File: config.mk
export PLATFORM = sky130hd
export DESIGN_NAME = secure_router_rx_flat
export DESIGN_NICKNAME = d
export VERILOG_FILES = /design/src/rtl/secure_router_pkg.sv /design/src/rtl/secure_router_rx_if.sv /design/src/rtl/secure_rx_lane.sv /design/src/rtl/secure_router_rx.sv /design/src/flat_wrapper.sv
export SDC_FILE = /design/constraint.sdc
export NUM_CORES = 1
export LEC_CHECK = 0
export CORE_MARGIN = 3
export CORE_UTILIZATION = 40
export CTS_CLUSTER_SIZE = 24
export DETAILED_ROUTE_END_ITERATION = 12
export PLACE_DENSITY = 0.66
export SYNTH_ARGS = -nofsm -noshare
export SYNTH_HDL_FRONTEND = slang
export SYNTH_HIERARCHICAL = 1
export SYNTH_SLANG_ARGS = --single-unit
File: constraint.sdc
create_clock -name clk -period 2.1 [get_ports clk]
set_input_delay 0.63 -clock clk [delete_from_list [all_inputs] [get_ports clk]]
set_output_delay 0.63 -clock clk [all_outputs]
set_load 0.05 [all_outputs]
File: src/rtl/secure_router_pkg.sv
// Shared constants, lane state type and the Hamming(7,4) decoder for the
// receive side of the secure serial link.
package secure_router_pkg;

   localparam int FRAME_BITS = 7;
   localparam int NUM_LANES  = 4;

   // Hamming positions, numbered 1..7 in on-wire order (first bit = position 1)
   localparam int POS_P1 = 1;
   localparam int POS_P2 = 2;
   localparam int POS_D3 = 3;
   localparam int POS_P3 = 4;
   localparam int POS_D2 = 5;
   localparam int POS_D1 = 6;
   localparam int POS_D0 = 7;

   typedef enum logic {
      LANE_IDLE,
      LANE_RECV
   } lane_state_t;

   typedef struct packed {
      logic [3:0] nibble;
      logic [2:0] syndrome;
   } decode_t;

   function automatic decode_t hamming74_decode(input logic [FRAME_BITS-1:0] frame);
      logic [7:1] r;
      decode_t    res;
      for (int k = 1; k <= FRAME_BITS; k++) begin
         r[k] = frame[FRAME_BITS-k];
      end
      res.syndrome = {r[POS_P3] ^ r[POS_D2] ^ r[POS_D1] ^ r[POS_D0],
                      r[POS_P2] ^ r[POS_D3] ^ r[POS_D1] ^ r[POS_D0],
                      r[POS_P1] ^ r[POS_D3] ^ r[POS_D2] ^ r[POS_D0]};
      // A non-zero syndrome names the bit position to flip
      if (res.syndrome != 3'd0) begin
         r[res.syndrome] = ~r[res.syndrome];
      end
      res.nibble = {r[POS_D3], r[POS_D2], r[POS_D1], r[POS_D0]};
      return res;
   endfunction

endpackage

File: src/rtl/secure_router_rx_if.sv
// Output word handshake of the receive router: {lane, nibble} plus the
// corrected flag behind valid/ready.
interface secure_router_rx_if;
   logic [5:0] data_out;
   logic       valid_out;
   logic       ready_in;
   logic       corrected_out;

   modport master (
      output data_out,
      output valid_out,
      output corrected_out,
      input  ready_in
   );

   modport slave (
      input  data_out,
      input  valid_out,
      input  corrected_out,
      output ready_in
   );
endinterface

File: src/rtl/secure_rx_lane.sv
// One receive lane: deserializer FSM with gap timeout, Hamming decode and a
// one-entry buffer. SECURE_RX_CORRECT_EN enables single-bit correction.
import secure_router_pkg::*;

module secure_rx_lane #(
   parameter int GAP_MAX = 15
) (
   input  logic       clk,
   input  logic       rst_n,
   input  logic       data,
   input  logic       strobe,
   input  logic       grant,
   output logic       full,
   output logic [3:0] nibble,
   output logic       corrected,
   output logic       overflow,
   output logic       timeout,
   output logic       err
);

   localparam logic [7:0] GAP_LIMIT = 8'(GAP_MAX);
   localparam logic [2:0] LAST_CNT  = 3'(FRAME_BITS - 1);

   lane_state_t                 state;
   logic [FRAME_BITS-2:0]       shift_reg;
   logic [2:0]                  bit_cnt;
   logic [7:0]                  gap_cnt;
   logic [FRAME_BITS-1:0]       frame_next;
   decode_t                     dec;
   logic                        frame_ok;
   logic                        frame_corr;

   assign frame_next = {shift_reg, data};
   assign dec        = hamming74_decode(frame_next);

`ifdef SECURE_RX_CORRECT_EN
   assign frame_ok   = 1'b1;
   assign frame_corr = (dec.syndrome != 3'd0);
`else
   assign frame_ok   = (dec.syndrome == 3'd0);
   assign frame_corr = 1'b0;
`endif

   always_ff @(posedge clk or negedge rst_n) begin
      if (!rst_n) begin
         state     <= LANE_IDLE;
         shift_reg <= '0;
         bit_cnt   <= '0;
         gap_cnt   <= '0;
         full      <= 1'b0;
         nibble    <= '0;
         corrected <= 1'b0;
         overflow  <= 1'b0;
         timeout   <= 1'b0;
         err       <= 1'b0;
      end else begin
         overflow <= 1'b0;
         timeout  <= 1'b0;
         err      <= 1'b0;
         if (grant) begin
            full <= 1'b0;
         end
         case (state)
            LANE_IDLE: begin
               if (strobe) begin
                  shift_reg <= {{(FRAME_BITS-2){1'b0}}, data};
                  bit_cnt   <= 3'd1;
                  gap_cnt   <= '0;
                  state     <= LANE_RECV;
               end
            end
            LANE_RECV: begin
               // The abort wins over a strobe seen on the same edge
               if (gap_cnt == GAP_LIMIT) begin
                  timeout <= 1'b1;
                  gap_cnt <= '0;
                  state   <= LANE_IDLE;
               end else if (strobe) begin
                  shift_reg <= frame_next[FRAME_BITS-2:0];
                  bit_cnt   <= bit_cnt + 3'd1;
                  gap_cnt   <= '0;
                  if (bit_cnt == LAST_CNT) begin
                     state <= LANE_IDLE;
                     if (!frame_ok) begin
                        err <= 1'b1;
                     end else if (!full || grant) begin
                        full      <= 1'b1;
                        nibble    <= dec.nibble;
                        corrected <= frame_corr;
                     end else begin
                        overflow <= 1'b1;
                     end
                  end
               end else begin
                  gap_cnt <= gap_cnt + 8'd1;
               end
            end
            default: state <= LANE_IDLE;
         endcase
      end
   end

endmodule

File: src/rtl/secure_router_rx.sv
// Four-lane secure serial receiver with round-robin output arbitration.
// Lane correction is selected by SECURE_RX_CORRECT_EN (see secure_rx_lane).
import secure_router_pkg::*;

module secure_router_rx #(
   parameter int GAP_MAX = 15
) (
   input  logic                   clk,
   input  logic                   rst_n,
   input  logic                   data_in0,
   input  logic                   data_in1,
   input  logic                   data_in2,
   input  logic                   data_in3,
   input  logic                   strobe_in0,
   input  logic                   strobe_in1,
   input  logic                   strobe_in2,
   input  logic                   strobe_in3,
   secure_router_rx_if.master     out_bus,
   output logic [NUM_LANES-1:0]   overflow_out,
   output logic [NUM_LANES-1:0]   timeout_out,
   output logic [NUM_LANES-1:0]   err_out
);

   logic [NUM_LANES-1:0] lane_data;
   logic [NUM_LANES-1:0] lane_strobe;
   logic [NUM_LANES-1:0] full;
   logic [NUM_LANES-1:0] grant;
   logic [NUM_LANES-1:0] lane_corr;
   logic [3:0]           lane_nibble [NUM_LANES];
   logic [1:0]           rr_ptr;
   logic [1:0]           pick;
   logic [1:0]           idx;
   logic                 any_full;
   logic                 out_free;

   assign lane_data   = {data_in3, data_in2, data_in1, data_in0};
   assign lane_strobe = {strobe_in3, strobe_in2, strobe_in1, strobe_in0};

   for (genvar g = 0; g < NUM_LANES; g++) begin : g_lane
      secure_rx_lane #(.GAP_MAX(GAP_MAX)) u_lane (
         .clk       (clk),
         .rst_n     (rst_n),
         .data      (lane_data[g]),
         .strobe    (lane_strobe[g]),
         .grant     (grant[g]),
         .full      (full[g]),
         .nibble    (lane_nibble[g]),
         .corrected (lane_corr[g]),
         .overflow  (overflow_out[g]),
         .timeout   (timeout_out[g]),
         .err       (err_out[g])
      );
   end

   // First full lane at or after rr_ptr, granted only when the output can take it
   always_comb begin
      out_free = !out_bus.valid_out || out_bus.ready_in;
      any_full = 1'b0;
      pick     = rr_ptr;
      idx      = rr_ptr;
      grant    = '0;
      for (int i = 0; i < NUM_LANES; i++) begin
         idx = rr_ptr + 2'(i);
         if (!any_full && full[idx]) begin
            any_full = 1'b1;
            pick     = idx;
         end
      end
      if (out_free && any_full) begin
         grant[pick] = 1'b1;
      end
   end

   always_ff @(posedge clk or negedge rst_n) begin
      if (!rst_n) begin
         out_bus.valid_out     <= 1'b0;
         out_bus.data_out      <= '0;
         out_bus.corrected_out <= 1'b0;
         rr_ptr                <= '0;
      end else if (out_free) begin
         out_bus.valid_out <= any_full;
         if (any_full) begin
            out_bus.data_out      <= {pick, lane_nibble[pick]};
            out_bus.corrected_out <= lane_corr[pick];
            rr_ptr                <= pick + 2'd1;
         end
      end
   end

endmodule
File: src/flat_wrapper.sv
// flat-port wrapper written by rule: the top's interface ports become plain ports
module secure_router_rx_flat 
#(
   parameter int GAP_MAX = 15
)
  (clk, rst_n, data_in0, data_in1, data_in2, data_in3, strobe_in0, strobe_in1, strobe_in2, strobe_in3, overflow_out, timeout_out, err_out, out_bus_data_out, out_bus_valid_out, out_bus_corrected_out, out_bus_ready_in);
  secure_router_rx_if out_bus_i ();
  input  logic clk;
  input  logic rst_n;
  input  logic data_in0;
  input  logic data_in1;
  input  logic data_in2;
  input  logic data_in3;
  input  logic strobe_in0;
  input  logic strobe_in1;
  input  logic strobe_in2;
  input  logic strobe_in3;
  output logic [NUM_LANES-1:0] overflow_out;
  output logic [NUM_LANES-1:0] timeout_out;
  output logic [NUM_LANES-1:0] err_out;
  output wire logic [$bits(out_bus_i.data_out)-1:0] out_bus_data_out;
  output wire logic [$bits(out_bus_i.valid_out)-1:0] out_bus_valid_out;
  output wire logic [$bits(out_bus_i.corrected_out)-1:0] out_bus_corrected_out;
  input wire logic [$bits(out_bus_i.ready_in)-1:0] out_bus_ready_in;
  assign out_bus_data_out = out_bus_i.data_out;
  assign out_bus_valid_out = out_bus_i.valid_out;
  assign out_bus_corrected_out = out_bus_i.corrected_out;
  assign out_bus_i.ready_in = out_bus_ready_in;
  secure_router_rx #(.GAP_MAX(GAP_MAX)) u_core (.clk(clk), .rst_n(rst_n), .data_in0(data_in0), .data_in1(data_in1), .data_in2(data_in2), .data_in3(data_in3), .strobe_in0(strobe_in0), .strobe_in1(strobe_in1), .strobe_in2(strobe_in2), .strobe_in3(strobe_in3), .out_bus(out_bus_i), .overflow_out(overflow_out), .timeout_out(timeout_out), .err_out(err_out));
endmodule
==> metrics.csv <==
metric;value;unit
status;complete, but fails checks;
failing checks;negative setup slack;
maximum root-to-sink buffer count;2;
Yosys cell types;59;
max-cap check violation count;0;
max incr delay on CP;0.57;ns
flop2flop setup slack;-0.01;ns
ANT nets after route;0;
most frequent CP cell;nor2b_4;
Levels on crit path;7;
Reg power frac;31.0;%
CTS Hold Bufs;0;
vias;4790;
Finished Cell Area;7876;sq um
final net count;715;
syn nets;617;
WHS;0.08345;ns
area of the multi-input gates;3194;sq um
clk sink count;114;
CTS Root Cell;clkbuf_16;
hpwl dp;9495;um
WL per Instance;14.85;um
H-tree level count;4;
die area;17090;sq um
# IOs;31;
post-synthesis sequential area ratio;45.85;%
most frequent cells in the layout;dfrtp_1 (113), buf_4 (86), nand2_1 (44), inv_1 (35), nor2_1 (32);
GRT Resource Usage Total;16.53;%
Worst slew margin;58.56;%
DR pass1 iterations;4;
Crit Path Category;reg -> reg;
Gate power share;38.7;%
Initial Util;41.86;%
Die H;130.7;um
Synth Flop Type;dfrtp_1;
Synth Cell Area;6222;sq um
GP Congestion;0.8754;
Final Hold Viols;0;
Top delay family on crit path;simple AND/OR/NAND/NOR gates;
max FFs per register;32;
asr flop ratio synth;100.0;%
row count;44;
#FFs+latches synth;114;
min cycle time layout;2.113;ns
Crit-path slowest cell;or4_4;
peak supply drop;0.7140;mV
Final Max Slew Viols;0;
Residual DRC;0;
Initial DRC Count;243;
critical-path maximum fanout;6;
reg2reg path depth;7;
initial antenna violation count;0;
Mapped Cells;594;
unrepaired setup endpoints after global routing;yes;
CP Cell Sequence;nor2b_4 -> or4_4 -> nand2_8 -> and2_4 -> nand2b_4 -> nor2b_4 -> mux2_4;
placed cell area;7114;sq um
switching fraction of total power;33.66;%
Worst Max-Slew Pin Slew;0.6159;ns
Post-Syn Area per Cell;10.48;sq um
share of layout cells above drive strength 1;26.56;%
endpoint type of the worst setup path;flip-flop;
crit path from;u_core/g_lane[2].u_lane/full;
Total Wirelength;13190;um
WP buf/inv;0;
CP Data Required Time;2.39;ns
fmax;0.4733;GHz
n_diodes;0;
core area;14860;sq um
Buffers on Ports;30;
PwrDens;1334;nW/um^2
CTS tree;built;
most common cell after layout, fill and taps aside;dfrtp_1;
worst-skew pair later-pin latency;0.41;ns
ratio of final minimum period to clock period;100.6;%
vias in the first global route;4948;
register area;2854;sq um
Clk pin slew, worst setup/hold paths;0.05;ns
Clk network pwr share;30.4;%
pin count of the biggest net entering global routing;50;
cell internal pwr;6969;uW
crit start category;flip-flop;
TritonCTS Buffers;17;
worst min-delay path category;in -> async;
Die X;130.7;um
clk_skew;0.008497;ns
LEAKAGE;0.003598;uW
worst path arrival time;2.40;ns
r2r startpoint;u_core/g_lane[2].u_lane/full;
fin worst setup slack;-0.01282;ns
Final Setup Violations;3;
Ys Warns;6;
P&R area growth vs syn;26.58;%
Switch Pwr;3536;uW
mean number of vias per cell;5.394;
Fillers;1270;
grt total ovfl;0;
Post-synth EDFFs;0;
first-pass GRT wire length;22770;um
[cells in the mapped netlist (all sizes together), types with 6 or more instances]
| master | n | area share [%] |
|---|---|---|
| dfrtp | 114 | 46 |
| nand2 | 48 | 3.1 |
| inv | 35 | 2.1 |
| o21ai | 35 | 2.8 |
| xnor2 | 35 | 6.0 |
| nor2 | 32 | 1.9 |
| a21oi | 29 | 2.3 |
| nor3 | 22 | 2.4 |
| nand3 | 21 | 1.7 |
| a22o | 20 | 2.8 |
| nor2b | 19 | 2.4 |
| and3 | 16 | 1.8 |
| mux2 | 16 | 3.6 |
| a31oi | 14 | 1.6 |
| ha | 12 | 2.4 |
| buf | 11 | 1.5 |
| nor3b | 11 | 1.4 |
| clkbuf | 9 | 0.54 |
| mux2i | 9 | 1.4 |
| o21bai | 9 | 1.3 |
| o22ai | 9 | 0.90 |
| nand4 | 8 | 0.80 |
| o31ai | 8 | 1.8 |
| xor2 | 8 | 1.1 |
| and2 | 6 | 0.60 |
| nand2b | 6 | 0.60 |
[routing by layer]
metal / global-route usage, % / vias up / wire length (um)
li1: - / 2318 / -
met1: 19.99 / 2358 / 5788
met2: 28.34 / 94 / 6675
met3: 4.797 / 20 / 505
met4: 5.566 / 0 / 221
met5: 0 / - / 0
[area by class of cell]
class / instances / area share (%)
timing repair buffer: 99 / 10.25
sequential: 114 / 36.24
tap: 184 / 2.923
clock inverter: 10 / 2.272
multi-input combinational: 425 / 40.56
inverter: 35 / 1.668
clock buffer: 21 / 6.100
[worst paths after layout]
kind                                                       to
setup / recovery            u_core/g_lane[0].u_lane/nibble[2]
hold / removal             u_core/g_lane[3].u_lane/gap_cnt[2]
setup reg to reg            u_core/g_lane[0].u_lane/nibble[2]
hold reg to reg            u_core/g_lane[2].u_lane/bit_cnt[0]
max in group asynchronous          u_core/out_bus.data_out[4]
min in group clk           u_core/g_lane[2].u_lane/bit_cnt[0]
[power groups by stage]
stage                     Clock [uW]  Combinational [uW]  Sequential [uW]
after floorplan                    0                2450             3400
after global placement             0                3740             3240
after detailed placement           0                3880             3260
after CTS                       3260                3980             3240
after global routing            3370                4460             3330
final                           3190                4060             3250
[cell families (layout without fill, tap and decap cells)]
| kind of cell | Yosys count | in the layout | share of synthesized area, % |
|---|---|---|---|
| AO/OA/AOI/OAI | 144 | 144 | 17.33 |
| XOR/XNOR | 43 | 43 | 7.138 |
| adder cells (fa/ha/maj) | 12 | 12 | 2.413 |
| buffers and inverters | 55 | 165 | 4.142 |
| flip-flops | 114 | 114 | 45.85 |
| multiplexers | 25 | 25 | 5.007 |
| other | 4 | 4 | 0.2412 |
| AND/OR/NAND/NOR | 197 | 197 | 17.88 |
[through the flow]
stage          setup TNS (ns)  total power, uW  cells  util (%)  worst slack, ns
6_report             -0.02686            10500    888     52.99         -0.01282
3_5_place_dp           -6.228             7140    854     47.86          -0.3949
5_1_grt               -0.8813            11150    888     52.99          -0.1014
4_1_cts             -0.001819            10480    887     52.49        -0.001819
2_1_floorplan         -0.5184             5851    594         -          -0.1379
3_3_place_gp           -5.229             6976    854     47.86          -0.3261
[repair_timing]
item | in CTS | in global routing
setup buffers | 2 | 1
pin swaps | 0 | 2
gates resized for setup | 4 | 12
endpoints found under the setup margin | 11 | 20
Power figures use the tool's default switching activity.
